<file path="config.mk">
export PLATFORM = sky130hd
export DESIGN_NAME = icetap_capture_seq
export DESIGN_NICKNAME = d
export VERILOG_FILES = /design/src/rtl/icetap_capture_seq.sv
export SDC_FILE = /design/constraint.sdc
export NUM_CORES = 1
export LEC_CHECK = 0
export CAP_MARGIN = 20
export CORE_ASPECT_RATIO = 1.1
export CORE_MARGIN = 10
export CORE_UTILIZATION = 50
export CTS_CLUSTER_DIAMETER = 150
export DETAILED_ROUTE_END_ITERATION = 6
export PLACE_DENSITY = 0.95
export SETUP_SLACK_MARGIN = 0.4
export SYNTH_ARGS = -nofsm -noshare
export SYNTH_HDL_FRONTEND = slang
export SYNTH_SLANG_ARGS = --single-unit
</file>
<file path="constraint.sdc">
create_clock -name src_clk -period 8.5 [get_ports src_clk]
set_input_delay 0.85 -clock src_clk [delete_from_list [all_inputs] [get_ports src_clk]]
set_output_delay 0.85 -clock src_clk [all_outputs]
set_load 0.05 [all_outputs]
</file>
<file path="src/rtl/icetap_capture_seq.sv">
// Capture controller: pre-trigger ring, staged trigger sequence and per-signal store qualifier.
// A sample reaches the write port two clocks after it is on signals_in. No backpressure: the RAM always accepts a write.
module icetap_capture_seq #(
  parameter  int NR_SIGNALS   = 16,
  parameter  int RECORD_DEPTH = 256,
  parameter  int NR_STAGES    = 4,
  parameter  int CNT_BITS     = 8,
  localparam int ADDR_BITS    = $clog2(RECORD_DEPTH),
  localparam int STG_BITS     = (NR_STAGES > 1) ? $clog2(NR_STAGES) : 1
) (
  input  logic                              src_clk,
  input  logic                              src_reset,
  input  logic [NR_SIGNALS-1:0]             signals_in,
  input  logic                              start,
  input  logic                              abort,
  input  logic                              store_always,
  input  logic                              trigger_always,
  input  logic [3*NR_SIGNALS-1:0]           store_mask_vec,
  input  logic [3*NR_SIGNALS*NR_STAGES-1:0] stage_mask_vec,
  input  logic [CNT_BITS*NR_STAGES-1:0]     stage_count_vec,
  input  logic [STG_BITS-1:0]               stage_last,
  input  logic [ADDR_BITS-1:0]              pre_depth,
  output logic                              wr_ena,
  output logic [ADDR_BITS-1:0]              wr_addr,
  output logic [NR_SIGNALS-1:0]             wr_data,
  output logic [1:0]                        state,
  output logic [STG_BITS-1:0]               cur_stage,
  output logic [ADDR_BITS-1:0]              start_addr,
  output logic [ADDR_BITS-1:0]              trigger_addr,
  output logic [ADDR_BITS-1:0]              stop_addr
);

  typedef enum logic [1:0] {IDLE = 2'd0, PRE = 2'd1, POST = 2'd2, DONE = 2'd3} state_t;

  localparam logic [ADDR_BITS-1:0] ADDR_ONE = ADDR_BITS'(1);
  localparam logic [ADDR_BITS-1:0] ADDR_MAX = ADDR_BITS'(RECORD_DEPTH - 1);
  localparam logic [STG_BITS-1:0]  STG_ONE  = STG_BITS'(1);
  localparam logic [STG_BITS-1:0]  STG_MAX  = STG_BITS'(NR_STAGES - 1);
  localparam logic [CNT_BITS-1:0]  CNT_ONE  = CNT_BITS'(1);

  state_t                fsm;
  logic [NR_SIGNALS-1:0] p1, p2;
  logic [ADDR_BITS-1:0]  wptr, fill, post_left, pre_lat;
  logic [STG_BITS-1:0]   last_lat;
  logic [CNT_BITS-1:0]   match_cnt;

  logic [3*NR_SIGNALS-1:0] stg_mask;
  logic [CNT_BITS-1:0]     stg_cnt, cnt_need;
  logic                    store_cond, stage_hit, stage_done, trig_now;

  function automatic logic code_care(input logic [2:0] code);
    return (code >= 3'd1) && (code <= 3'd5);
  endfunction

  function automatic logic code_match(input logic [2:0] code, input logic cur, input logic prev);
    logic m;
    m = 1'b0;
    case (code)
      3'd1:    m = cur;
      3'd2:    m = !cur;
      3'd3:    m = cur && !prev;
      3'd4:    m = !cur && prev;
      3'd5:    m = cur ^ prev;
      default: m = 1'b0;
    endcase
    return m;
  endfunction

  always_comb begin
    stg_mask = '0;
    stg_cnt  = '0;
    for (int k = 0; k < NR_STAGES; k++) begin
      if (cur_stage == STG_BITS'(k)) begin
        stg_mask = stage_mask_vec[k*3*NR_SIGNALS +: 3*NR_SIGNALS];
        stg_cnt  = stage_count_vec[k*CNT_BITS +: CNT_BITS];
      end
    end
    store_cond = store_always;
    stage_hit  = 1'b1;
    for (int i = 0; i < NR_SIGNALS; i++) begin
      if (code_care(store_mask_vec[3*i +: 3]))
        store_cond = store_cond | code_match(store_mask_vec[3*i +: 3], p1[i], p2[i]);
      if (code_care(stg_mask[3*i +: 3]))
        stage_hit = stage_hit & code_match(stg_mask[3*i +: 3], p1[i], p2[i]);
    end
    // A programmed count of zero behaves as one.
    cnt_need   = (stg_cnt == '0) ? CNT_ONE : stg_cnt;
    stage_done = stage_hit && ((match_cnt + CNT_ONE) == cnt_need);
    trig_now   = trigger_always || (stage_done && (cur_stage == last_lat));
  end

  assign state = fsm;

  always_ff @(posedge src_clk) begin
    if (src_reset) begin
      fsm          <= IDLE;
      p1           <= '0;
      p2           <= '0;
      wptr         <= '0;
      fill         <= '0;
      post_left    <= '0;
      pre_lat      <= '0;
      last_lat     <= '0;
      match_cnt    <= '0;
      cur_stage    <= '0;
      wr_ena       <= 1'b0;
      wr_addr      <= '0;
      wr_data      <= '0;
      start_addr   <= '0;
      trigger_addr <= '0;
      stop_addr    <= '0;
    end else begin
      p1     <= signals_in;
      p2     <= p1;
      wr_ena <= 1'b0;
      if (abort) begin
        fsm <= IDLE;
      end else begin
        case (fsm)
          IDLE, DONE: begin
            if (start) begin
              fsm       <= PRE;
              wptr      <= '0;
              fill      <= '0;
              cur_stage <= '0;
              match_cnt <= '0;
              pre_lat   <= pre_depth;
              last_lat  <= (stage_last > STG_MAX) ? STG_MAX : stage_last;
            end
          end
          PRE: begin
            if (trig_now) begin
              // The trigger sample is recorded even when the store qualifier is false.
              wr_ena       <= 1'b1;
              wr_addr      <= wptr;
              wr_data      <= p1;
              wptr         <= wptr + ADDR_ONE;
              trigger_addr <= wptr;
              start_addr   <= wptr - fill;
              post_left    <= ADDR_MAX - fill;
              if (fill == ADDR_MAX) begin
                fsm       <= DONE;
                stop_addr <= wptr;
              end else begin
                fsm <= POST;
              end
            end else begin
              if (store_cond) begin
                wr_ena  <= 1'b1;
                wr_addr <= wptr;
                wr_data <= p1;
                wptr    <= wptr + ADDR_ONE;
                if (fill != pre_lat) fill <= fill + ADDR_ONE;
              end
              if (stage_hit) begin
                if (stage_done) begin
                  cur_stage <= cur_stage + STG_ONE;
                  match_cnt <= '0;
                end else begin
                  match_cnt <= match_cnt + CNT_ONE;
                end
              end
            end
          end
          POST: begin
            if (store_cond) begin
              wr_ena    <= 1'b1;
              wr_addr   <= wptr;
              wr_data   <= p1;
              wptr      <= wptr + ADDR_ONE;
              post_left <= post_left - ADDR_ONE;
              if (post_left == ADDR_ONE) begin
                stop_addr <= wptr;
                fsm       <= DONE;
              end
            end
          end
          default: fsm <= IDLE;
        endcase
      end
    end
  end

endmodule

</file>
Word level (Yosys, flattened, before mapping)
Cells that the tools add are included.

word-level totals
  register bits after elaboration = 127
  input bits = 304
  output and inout bits = 53
  logic and storage cells = 578

operators by class
  add/sub/neg operators = 7
  order comparisons = 65
  equality and inequality tests = 181
  mux-type cells = 145
  bitwise logic cells = 48
  reduce and logical (&&, ||, !) cells = 116

operator list
  cell                   number
  $eq A3 B2 Y1 const B   64
  $eq A3 B3 Y1 const B   64
  $mux W48               4
  $mux W8                22
  $pmux W1 S5            32
  $eq A3 B1 Y1 const B   32
  $ge A3 B1 Y1 const B   32
  $le A3 B3 Y1 const B   32
  $pmux W8 S2            5
  $logic_and A1 B1 Y1    66
  $mux W1                66
  $logic_not A1 Y1       32
  $mux W16               2
  $pmux W16 S2           1
  $add A8 B1 Y8 const B  3
  $pmux W8 S3            1
  $ne A2 B2 Y1 const B   10
  $mux W2                9
  $reduce_and A6 Y1      3
  $or A1 B1 Y1           16
  $xor A1 B1 Y1          16
  $and A1 B1 Y1          15
  $eq A2 B2 Y1 const B   4
  $eq A8 B1 Y1 const B   1
  other kinds (23)       30

Longest topological paths before layout
Gate-level depths: netlist of run 1.

  depth after elaboration = 43
  depth in mapped cells = 19
  gate-level depth less buffers = 13

Worst setup path after synthesis of run 1
OpenSTA, ideal clock, no wires.

  path kind = register to register
  start point = reg cur_stage[0]
  end point = reg post_left[0]
  setup time = 117 ps
  data arrival time = 3672 ps
  required time = 8383 ps
  slack = 4711 ps
  stages on the path, launching flop included = 15
  period minus slack after synthesis = 3789 ps
  path through = dfxtp_1 > inv_1 > ha_1 > or2_1 > buf_2 > a221oi_1 > or2_2 > a2111oi_0 > a211o_1 > nor4_2 > and4_1 > buf_2 > a21oi_1 > or3_1 > a32o_1

on the way
  cells in the longest elaborated chain, start to end = 43
  elaborated cells between the ends (all ways) = 211
  those cells by class = order compare (32); eq/ne (86); mux (56); bitwise (15); reduce/logical (22)

ends and longest elaborated chain
  element                                             line    RTL
  start: declaration                                  27      output logic [STG_BITS-1:0] cur_stage,
  start signal: assignment                            157     cur_stage <= cur_stage + STG_ONE;
  $logic_not A2 Y1                                    73      if (cur_stage == STG_BITS'(k)) begin
  $mux W48 (4 in a row)                               73
  $eq A3 B3 Y1 (tied with other cells)                58      case (code)
  $pmux W1 S5 or $logic_and A1 B1 Y1 (tied branches)  58, 52
  $mux W1                                             83      if (code_care(stg_mask[3*i +: 3]))
  $and A1 B1 Y1                                       84      stage_hit = stage_hit & code_match(stg_mask[3*i +: 3], p1[i], p2[i]);
  $mux W1                                             83
  $and A1 B1 Y1                                       84
  [... 24 more ...]                                   --
  $mux W1                                             83
  $and A1 B1 Y1                                       84
  $mux W1                                             83
  $logic_and A1 B1 Y1                                 88      stage_done = stage_hit && ((match_cnt + CNT_ONE) == cnt_need);
  $logic_and A1 B1 Y1 (*)                             89      trig_now = trigger_always || (stage_done && (cur_stage == last_lat));
  $logic_or A1 B1 Y1 (*)                              89
  $ne A2 B2 Y1 (no source line) (*)                   --
  $reduce_and A4 Y1 (no source line) (*)              --
  end signal: assignment                              140     post_left <= ADDR_MAX - fill;
  end signal: assignment                              171     post_left <= post_left - ADDR_ONE;
  end: declaration                                    43      logic [ADDR_BITS-1:0] wptr, fill, post_left, pre_lat;

Mark *: on every way between the ends. The rest lies on a longest branch, timed or not. The select of a mux whose other input is x is not followed.
A chain may end at the register's enable or synchronous reset.

Worst setup path in the final report of run 1
  start point = reg cur_stage[0]
  end point = reg wr_addr[2]

on the way
  cells in the longest elaborated chain, start to end = 43
  elaborated cells between the ends (all ways) = 211
  those cells by class = order compare (32); eq/ne (85); mux (58); bitwise (15); reduce/logical (21)

ends and longest elaborated chain
  element                                             line    RTL
  $logic_not A2 Y1                                    73
  $mux W48 (4 in a row)                               73
  $eq A3 B3 Y1 (tied with other cells)                58
  $pmux W1 S5 or $logic_and A1 B1 Y1 (tied branches)  58, 52
  $mux W1                                             83
  $and A1 B1 Y1                                       84
  $mux W1                                             83
  $and A1 B1 Y1                                       84
  [... 24 more ...]                                   --
  $mux W1                                             83
  $and A1 B1 Y1                                       84
  $mux W1                                             83
  $logic_and A1 B1 Y1                                 88
  $logic_and A1 B1 Y1 (*)                             89
  $logic_or A1 B1 Y1 (*)                              89
  $mux W8 (*)                                         132     if (trig_now) begin
  $pmux W8 S2 (*)                                     119     case (fsm)
  end signal: assignment                              135     wr_addr <= wptr;
  end signal: assignment                              150     wr_addr <= wptr;
  end signal: assignment                              168     wr_addr <= wptr;
  end: declaration                                    24      output logic [ADDR_BITS-1:0] wr_addr,

Marks and branches as above.

==> results of run 1 <==
## layout make-up
class                   count  area (um^2)  share of cell area (%)
multi-input cells         996         6530                    46.9
repair buffers            363         3620                    26.0
flip-flops and latches    127         2540                    18.3
clock buffers              18          429                    3.08
well taps                 247          309                    2.22
inverters                  81          304                    2.19
clock inverters            14          145                    1.04
diodes                     13         32.5                   0.234
## layer usage
metal | track usage [%] | share of wire, % | vias to the layer above
met5 | 0 | 0.020 | -
met3 | 7.93 | 10 | 142
met4 | 13.7 | 4.9 | 2
met1 | 40.0 | 39 | 5500
met2 | 53.0 | 46 | 802
li1 | - | - | 5272
## how the worst max path moves through the flow
stage / startpoint / endpoint / cells past startpoint
after detailed placement: cur_stage[0]$_SDFFE_PP0P_ / wr_data[4]$_SDFFE_PP0P_ / 13
after global placement: cur_stage[0]$_SDFFE_PP0P_ / wr_data[3]$_SDFFE_PP0P_ / 13
final: cur_stage[0]$_SDFFE_PP0P_ / wr_addr[2]$_SDFFE_PP0P_ / 13
after floorplan: cur_stage[0]$_SDFFE_PP0P_ / post_left[0]$_SDFFE_PP0P_ / 14
after CTS: cur_stage[0]$_SDFFE_PP0P_ / wr_data[7]$_SDFFE_PP0P_ / 13
after global routing: cur_stage[0]$_SDFFE_PP0P_ / wr_addr[2]$_SDFFE_PP0P_ / 13
## cell families after synthesis
kind of cell               after synthesis
buffers and inverters                  150
DFF                                    127
xor gates and xnor gates                24
and+or+nand+nor                        490
adders and majority gates               51
muxes                                   66
AOI/OAI and AO/OA                      365
## state kept, by name, indices dropped and copies added (netlist names), 2 cells and up
register and flops:
cur_stage 2, fill 8, last_lat 2, match_cnt 8, p1 16, p2 16
post_left 8, pre_lat 8, start_addr 8, state 2, stop_addr 8, trigger_addr 8
wptr 8, wr_addr 8, wr_data 16
## worst min-delay path, delay by kind of cell (launching register included)
family | cells | cell delay, ns
simple gates | 1 | 0.05
flops | 1 | 0.31
compound gates | 1 | 0.06
## report_power, final
part	internal [mW]	total [mW]	switching [mW]
registers	0.612	0.632	0.0202
logic	0.235	0.443	0.208
clock network	0.413	0.725	0.312
## layout by cell type, fill, tap and decap left out, drive strengths merged, types with 6 or more instances in the layout
cell type,count
a211o,6
a211oi,32
a21o,11
a21oi,68
a221oi,14
a22oi,10
a31oi,7
a32o,10
and3,11
buf,7
clkbuf,19
clkdlybuf4s50,355
dfxtp,127
diode,13
ha,50
inv,90
mux2,9
mux2i,57
nand2,158
nand2b,17
nand3,41
nand3b,23
nor2,116
nor2b,39
nor3,20
nor3b,9
nor4,11
o211ai,35
o21ai,62
o221ai,15
o22a,19
o22ai,19
o31ai,9
or2,10
or3,16
xnor2,9
xor2,15
## stage by stage
stage	std cells	util (%)	setup slack, ns	total power [mW]
after detailed placement	1813	69.6	3.38	1.07
after floorplan	1273	-	4.71	0.853
after global routing	1856	72.8	2.81	1.85
final	1859	72.9	3.18	1.80
after global placement	1813	69.6	3.60	1.06
after CTS	1845	72.6	3.32	1.79
==> reports/metrics.yaml, run 1 <==
synth:
  synthXorXnorAreaFrac_pct: 2.16
  synth_top_area_share_pct: 26.2
  synth_enable_flop_cells: 0
  syn_inst: 1273
  synth_area_um2: 9720
  synth_top_family_by_area: "compound AO/OA/AOI/OAI gates"
  yosysWarnings: 0
  yosysTopAreaCell: "dfxtp_1"
  synthAdderAreaFrac_pct: 6.64
  async_flop_share_pct: 0
  yosysMostFrequentCell: "nand2_1"
  synth-main-ff-cell: "dfxtp_1"
  synth_commonest_cells: "nand2_1 (158), dfxtp_1 (127), nor2_1 (115)"
  syn_nets: 1628
  yosys_register_bits: 127
  synth_compound_area_share_pct: 26.4
  synthMuxAreaShare_pct: 6.91
  synth_area_per_cell_um2: 7.64
  yosysUniqueCellTypes: 80
  synthSimpleGateAreaFrac_pct: 24.8
  seq_area_frac_synth_pct: 26.2
  synthTopCellsByArea: "dfxtp_1 (26%), ha_1 (6.4%), nand2_1 (6.1%)"
clock_tree:
  cts_resized: 0
  cts_tree: "yes"
  cts_buffer_depth: 2
  ctsHoldBuffers: 0
  clockRootBuffer: "clkbuf_16"
  cts.sink_count: 127
  clk_latency_ns: 0.43
  numCtsBuffers: 17
  post_cts_buffers: 0
  clkTransAtPathRegs_ns: 0.07
  htreeDepth: 4
worst_setup_path:
  cp_max_fo: 50
  r2r-start: "cur_stage[0]$_SDFFE_PP0P_"
  crit_path_top_delay_cell: "ha_2"
  slowest_delay_ns: 0.90
  crit_required_ns: 8.75
  cp_common_cell: "buf_4"
  crit_type: "reg2reg"
  arrival_ns: 5.57
  rr_worst_depth: 13
  worstPathCellList: "ha_2 -> nand2b_2 -> buf_4 -> o22ai_1 -> or3b_2 -> a21oi_1 -> a211oi_1 -> nor4_1 -> and4_1 -> a41o_1 -> buf_4 -> mux2i_1 -> nor2_1"
  critPathLaunchType: "flip-flop"
  rrSetupSlack_ns: 3.18
  crit_family: "simple AND/OR/NAND/NOR gates"
  endpoint_kind: "flip-flop"
  rr_endpoint: "wr_addr[2]$_SDFFE_PP0P_"
  crit_buf_inv: 2
floorplanning:
  die_area_um2: 25400
  core_um2: 19100
  initial_core_util_pct: 50.9
  die_w_um: 153
  chipHeight_um: 166
  ioPinCount: 357
  rows: 53
timing:
  finalHoldViolCount: 0
  drv_slew: 0
  setup_tns_ns: 0
  rsz0062_at_grt: "no"
  setup_viol: 0
  fmax_mhz: 188
  fin_crit_sh_pct: 62.6
  relSlewSlack_pct: 26.8
  min_period_ns: 5.32
  timing.hold.ws_ns: 0.463
  tightest_slew_ns: 1.10
  fin_skew_ns: 0.0127
final_layout:
  design_area_um2: 13900
  syn2layout_area_growth_pct: 43.1
  nets: 1941
  fill_cells: 1401
  drive_gt1_share_pct: 4.75
power_and_ir_drop:
  max-vdd-ir-drop_mv: 0.146
  power_density_nw_per_um2: 129
  power.leakage_nw: 5.39
place:
  io_buffers: 356
  placed_cell_area_um2: 13300
  dpl.hpwl_um: 34200
  gp_congestion: 1.02
drt:
  wire_per_inst_um: 23.8
  num_vias: 11700
  drc: 2
  first_pass_iters: 7
  drt-total-wl_um: 44300
  ant_nets: 0
  via_per_inst: 6.30
  drt-initial-drc-count: 1232
min_path:
  min_to: "start_addr[3]$_SDFFE_PP0P_"
  hp-class: "reg2reg"
  hold_start: "start_addr[3]$_SDFFE_PP0P_"
  whs_path_depth: 2
grt:
  overflow: 0
  grt_pass1_wl_um: 66400
  grt_use_total_pct: 32.6
  grt_pass1_vias: 11100
  antenna_found_initial: 13
  grt_max_degree: 102
run:
  max_cap_viol_count: 0
outcome:
  outcome: "finished with violations"
  violations: "DRC"
(Power assumes the default switching activity.)
==> inputs of run 2 (changes only) <==
--- a/config.mk
+++ b/config.mk
@@ -8,10 +8,10 @@
 export CAP_MARGIN = 20
 export CORE_ASPECT_RATIO = 1.1
 export CORE_MARGIN = 10
-export CORE_UTILIZATION = 50
+export CORE_UTILIZATION = 42
 export CTS_CLUSTER_DIAMETER = 150
 export DETAILED_ROUTE_END_ITERATION = 6
-export PLACE_DENSITY = 0.95
+export PLACE_DENSITY = 0.91
 export SETUP_SLACK_MARGIN = 0.4
 export SYNTH_ARGS = -nofsm -noshare
 export SYNTH_HDL_FRONTEND = slang
==> constraint.sdc (replaced) <==
create_clock -name src_clk -period 4.5 [get_ports src_clk]
set_input_delay 0.45 -clock src_clk [delete_from_list [all_inputs] [get_ports src_clk]]
set_output_delay 0.45 -clock src_clk [all_outputs]
set_load 0.05 [all_outputs]
==> reports/metrics.yaml, run 2 (synthesized netlist as in run 1, its figures left out) <==
drt:
  drc: 3  # +1
  num_vias: 11500  # -1.7%
  via_per_inst: 5.93  # -5.9%
  drt-total-wl_um: 45200  # +2.0%
  drt-initial-drc-count: 1140  # -7.5%
  ant_nets: 0  # unchanged
  first_pass_iters: 7  # unchanged
  wire_per_inst_um: 23.3  # -2.4%
worst_setup_path:
  crit_required_ns: 4.83  # -3.92 ns
  rr_worst_depth: 15  # +2
  r2r-start: "cur_stage[0]$_SDFFE_PP0P_"
  critPathLaunch: "cur_stage[0]$_SDFFE_PP0P_"
  crit_type: "reg2reg"
  worstPathCellList: "inv_1 -> ha_2 -> buf_4 -> or2_4 -> a221oi_4 -> a2111oi_0 -> a41o_1 -> a211o_1 -> nor4_2 -> and4_4 -> buf_4 -> a21o_1 -> buf_4 -> nand2_1 -> a32o_1"
  crit_path_top_delay_cell: "dfxtp_2"
  slowest_delay_ns: 0.42  # -0.48 ns
  arrival_ns: 4.29  # -1.28 ns
  cp_max_fo: 21  # -58%
  cp_common_cell: "buf_4"
  critPathLaunchType: "flip-flop"
  endpoint_kind: "flip-flop"
floorplanning:
  die_w_um: 165  # +7.9%
  core_um2: 22900  # +20%
  rows: 58  # +9.4%
  ioPinCount: 357  # unchanged
  chipHeight_um: 180  # +8.0%
  initial_core_util_pct: 42.5  # -8.4 points
  die_area_um2: 29600  # +17%
final_layout:
  final_common_cell: "clkdlybuf4s50_1"
  nets: 1970  # +1.5%
  final_cell_mix: "clkdlybuf4s50_1 (355), nand2_1 (158), dfxtp_1 (126), nor2_1 (115), inv_1 (79)"
  syn2layout_area_growth_pct: 47.9
  drive_gt1_share_pct: 7.37  # +2.6 points
  multi_input_area_um2: 6630  # +1.6%
  register_area_um2: 2540  # about the same
  largestRegisters: "p1 (16), p2 (16), wr_data (16)"
  fill_cells: 1960  # +40%
  post-route-util_pct: 62.9  # -10 points
timing:
  finalHoldViolCount: 0  # unchanged
  setup_tns_ns: 0  # unchanged
  setup_viol: 0  # unchanged
  min_period_ns: 3.97  # -1.35 ns
  fmax_mhz: 252  # +34%
  fin_crit_sh_pct: 88.1  # +26 points
  tightest_slew_ns: 1.03  # -0.0639 ns
  drv_slew: 0  # unchanged
  relSlewSlack_pct: 30.8  # +4.0 points
  rsz0062_at_grt: "no"
  fin_skew_ns: 0.0218  # +0.00913 ns
power_and_ir_drop:
  power.leakage_nw: 5.56  # +3.3%
  power_density_nw_per_um2: 239  # +85%
  max-vdd-ir-drop_mv: 0.246  # +69%
grt:
  grt_use_total_pct: 28.7  # -3.9 points
  overflow: 0  # unchanged
  grt_pass1_wl_um: 66600  # +0.30%
  grt_max_degree: 79  # -23%
  grt_pass1_vias: 10900  # -1.3%
  antenna_found_initial: 13  # unchanged
clock_tree:
  ctsHoldBuffers: 0  # unchanged
  clkTransAtPathRegs_ns: 0.07  # about the same
  cts_buffer_depth: 2  # unchanged
  cts_tree: "yes"
  htreeDepth: 4  # unchanged
  clockRootBuffer: "clkbuf_16"
  numCtsBuffers: 17  # unchanged
  cts.sink_count: 127  # unchanged
  clk_latency_ns: 0.44  # about the same
place:
  gp_congestion: 1.03  # +0.22%
  dpl.hpwl_um: 36000  # +5.2%
  io_buffers: 356  # unchanged
run:
  max_cap_viol_count: 0  # unchanged
min_path:
  hp-class: "in2reg"
  whs_path_depth: 2  # unchanged
  hold_start: "src_reset"
outcome:
  outcome: "finished with violations"
  violations: "DRC"
## run 2: changes by cell type in the layout (fill, tap and decap cells not counted), moves of 2 or more
cell / change
a221oi_1: -2
buf_12: +4
buf_4: +23
buf_6: +3
clkinv_4: +2
inv_6: -2
nor4_1: -2
nor4_2: +2
## run 2: worst max-delay path: cells and delay by family, from the launching register on
| family | cells | cell delay (ns) |
|---|---|---|
| buffers and inverters | 4 | 0.65 |
| AO/OA/AOI/OAI | 6 | 1.45 |
| adder cells (fa/ha/maj) | 1 | 0.24 |
| AND/OR/NAND/NOR | 4 | 1.08 |
| flip-flops | 1 | 0.42 |
## run 2: final cells by class
cell class,count,area share (%)
multi-input cells,996,46.2
repair buffers,392,27.1
flip-flops and latches,127,17.7
clock buffers,18,3.06
well taps,300,2.61
inverters,81,2.12
clock inverters,14,1.04
diodes,14,0.244
## run 2: power by group
group          internal (mW)  total (mW)  leakage (nW)  switching (mW)
Combinational          0.457       0.860          4.25           0.403
Sequential              1.16        1.19          1.03          0.0368
Clock                  0.796        1.39         0.284           0.589
Total                   2.41        3.44          5.56            1.03
## run 2: final timing paths
path	slack, ns	endpoint
max reg2reg	0.53	post_left[6]$_SDFFE_PP0P_
min	0.39	trigger_addr[2]$_SDFFE_PP0P_
min reg2reg	0.47	start_addr[3]$_SDFFE_PP0P_
max	0.53	post_left[6]$_SDFFE_PP0P_
## run 2: stage by stage
step	area [um^2]	hold WS, ns	setup slack [ns]	instances	power (mW)
floorplan	9720	0.452	0.711	1273	1.61
global placement	13500	0.448	0.338	1886	2.03
detailed placement	13500	0.460	0.147	1886	2.04
CTS	14100	0.383	0.413	1918	3.42
global route	14400	0.398	0.387	1940	3.56
finish	14400	0.394	0.534	1942	3.44
## run 2: repair_timing
item	4_1_cts	5_1_grt
pin swaps	0	7
gates resized for setup	4	17
setup endpoints to repair	69	84
buffers inserted	0	10
## run 2: per-layer routing
metal / vias to the layer above / track usage (%) / part of all wire [%] / wire length, um
li1: 5344 / - / - / -
met4: 4 / 11.2 / 3.9 / 1770
met1: 5438 / 34.5 / 39 / 17500
met3: 111 / 6.86 / 9.8 / 4440
met2: 618 / 47.8 / 48 / 21500
met5: - / 0 / 0.060 / 27
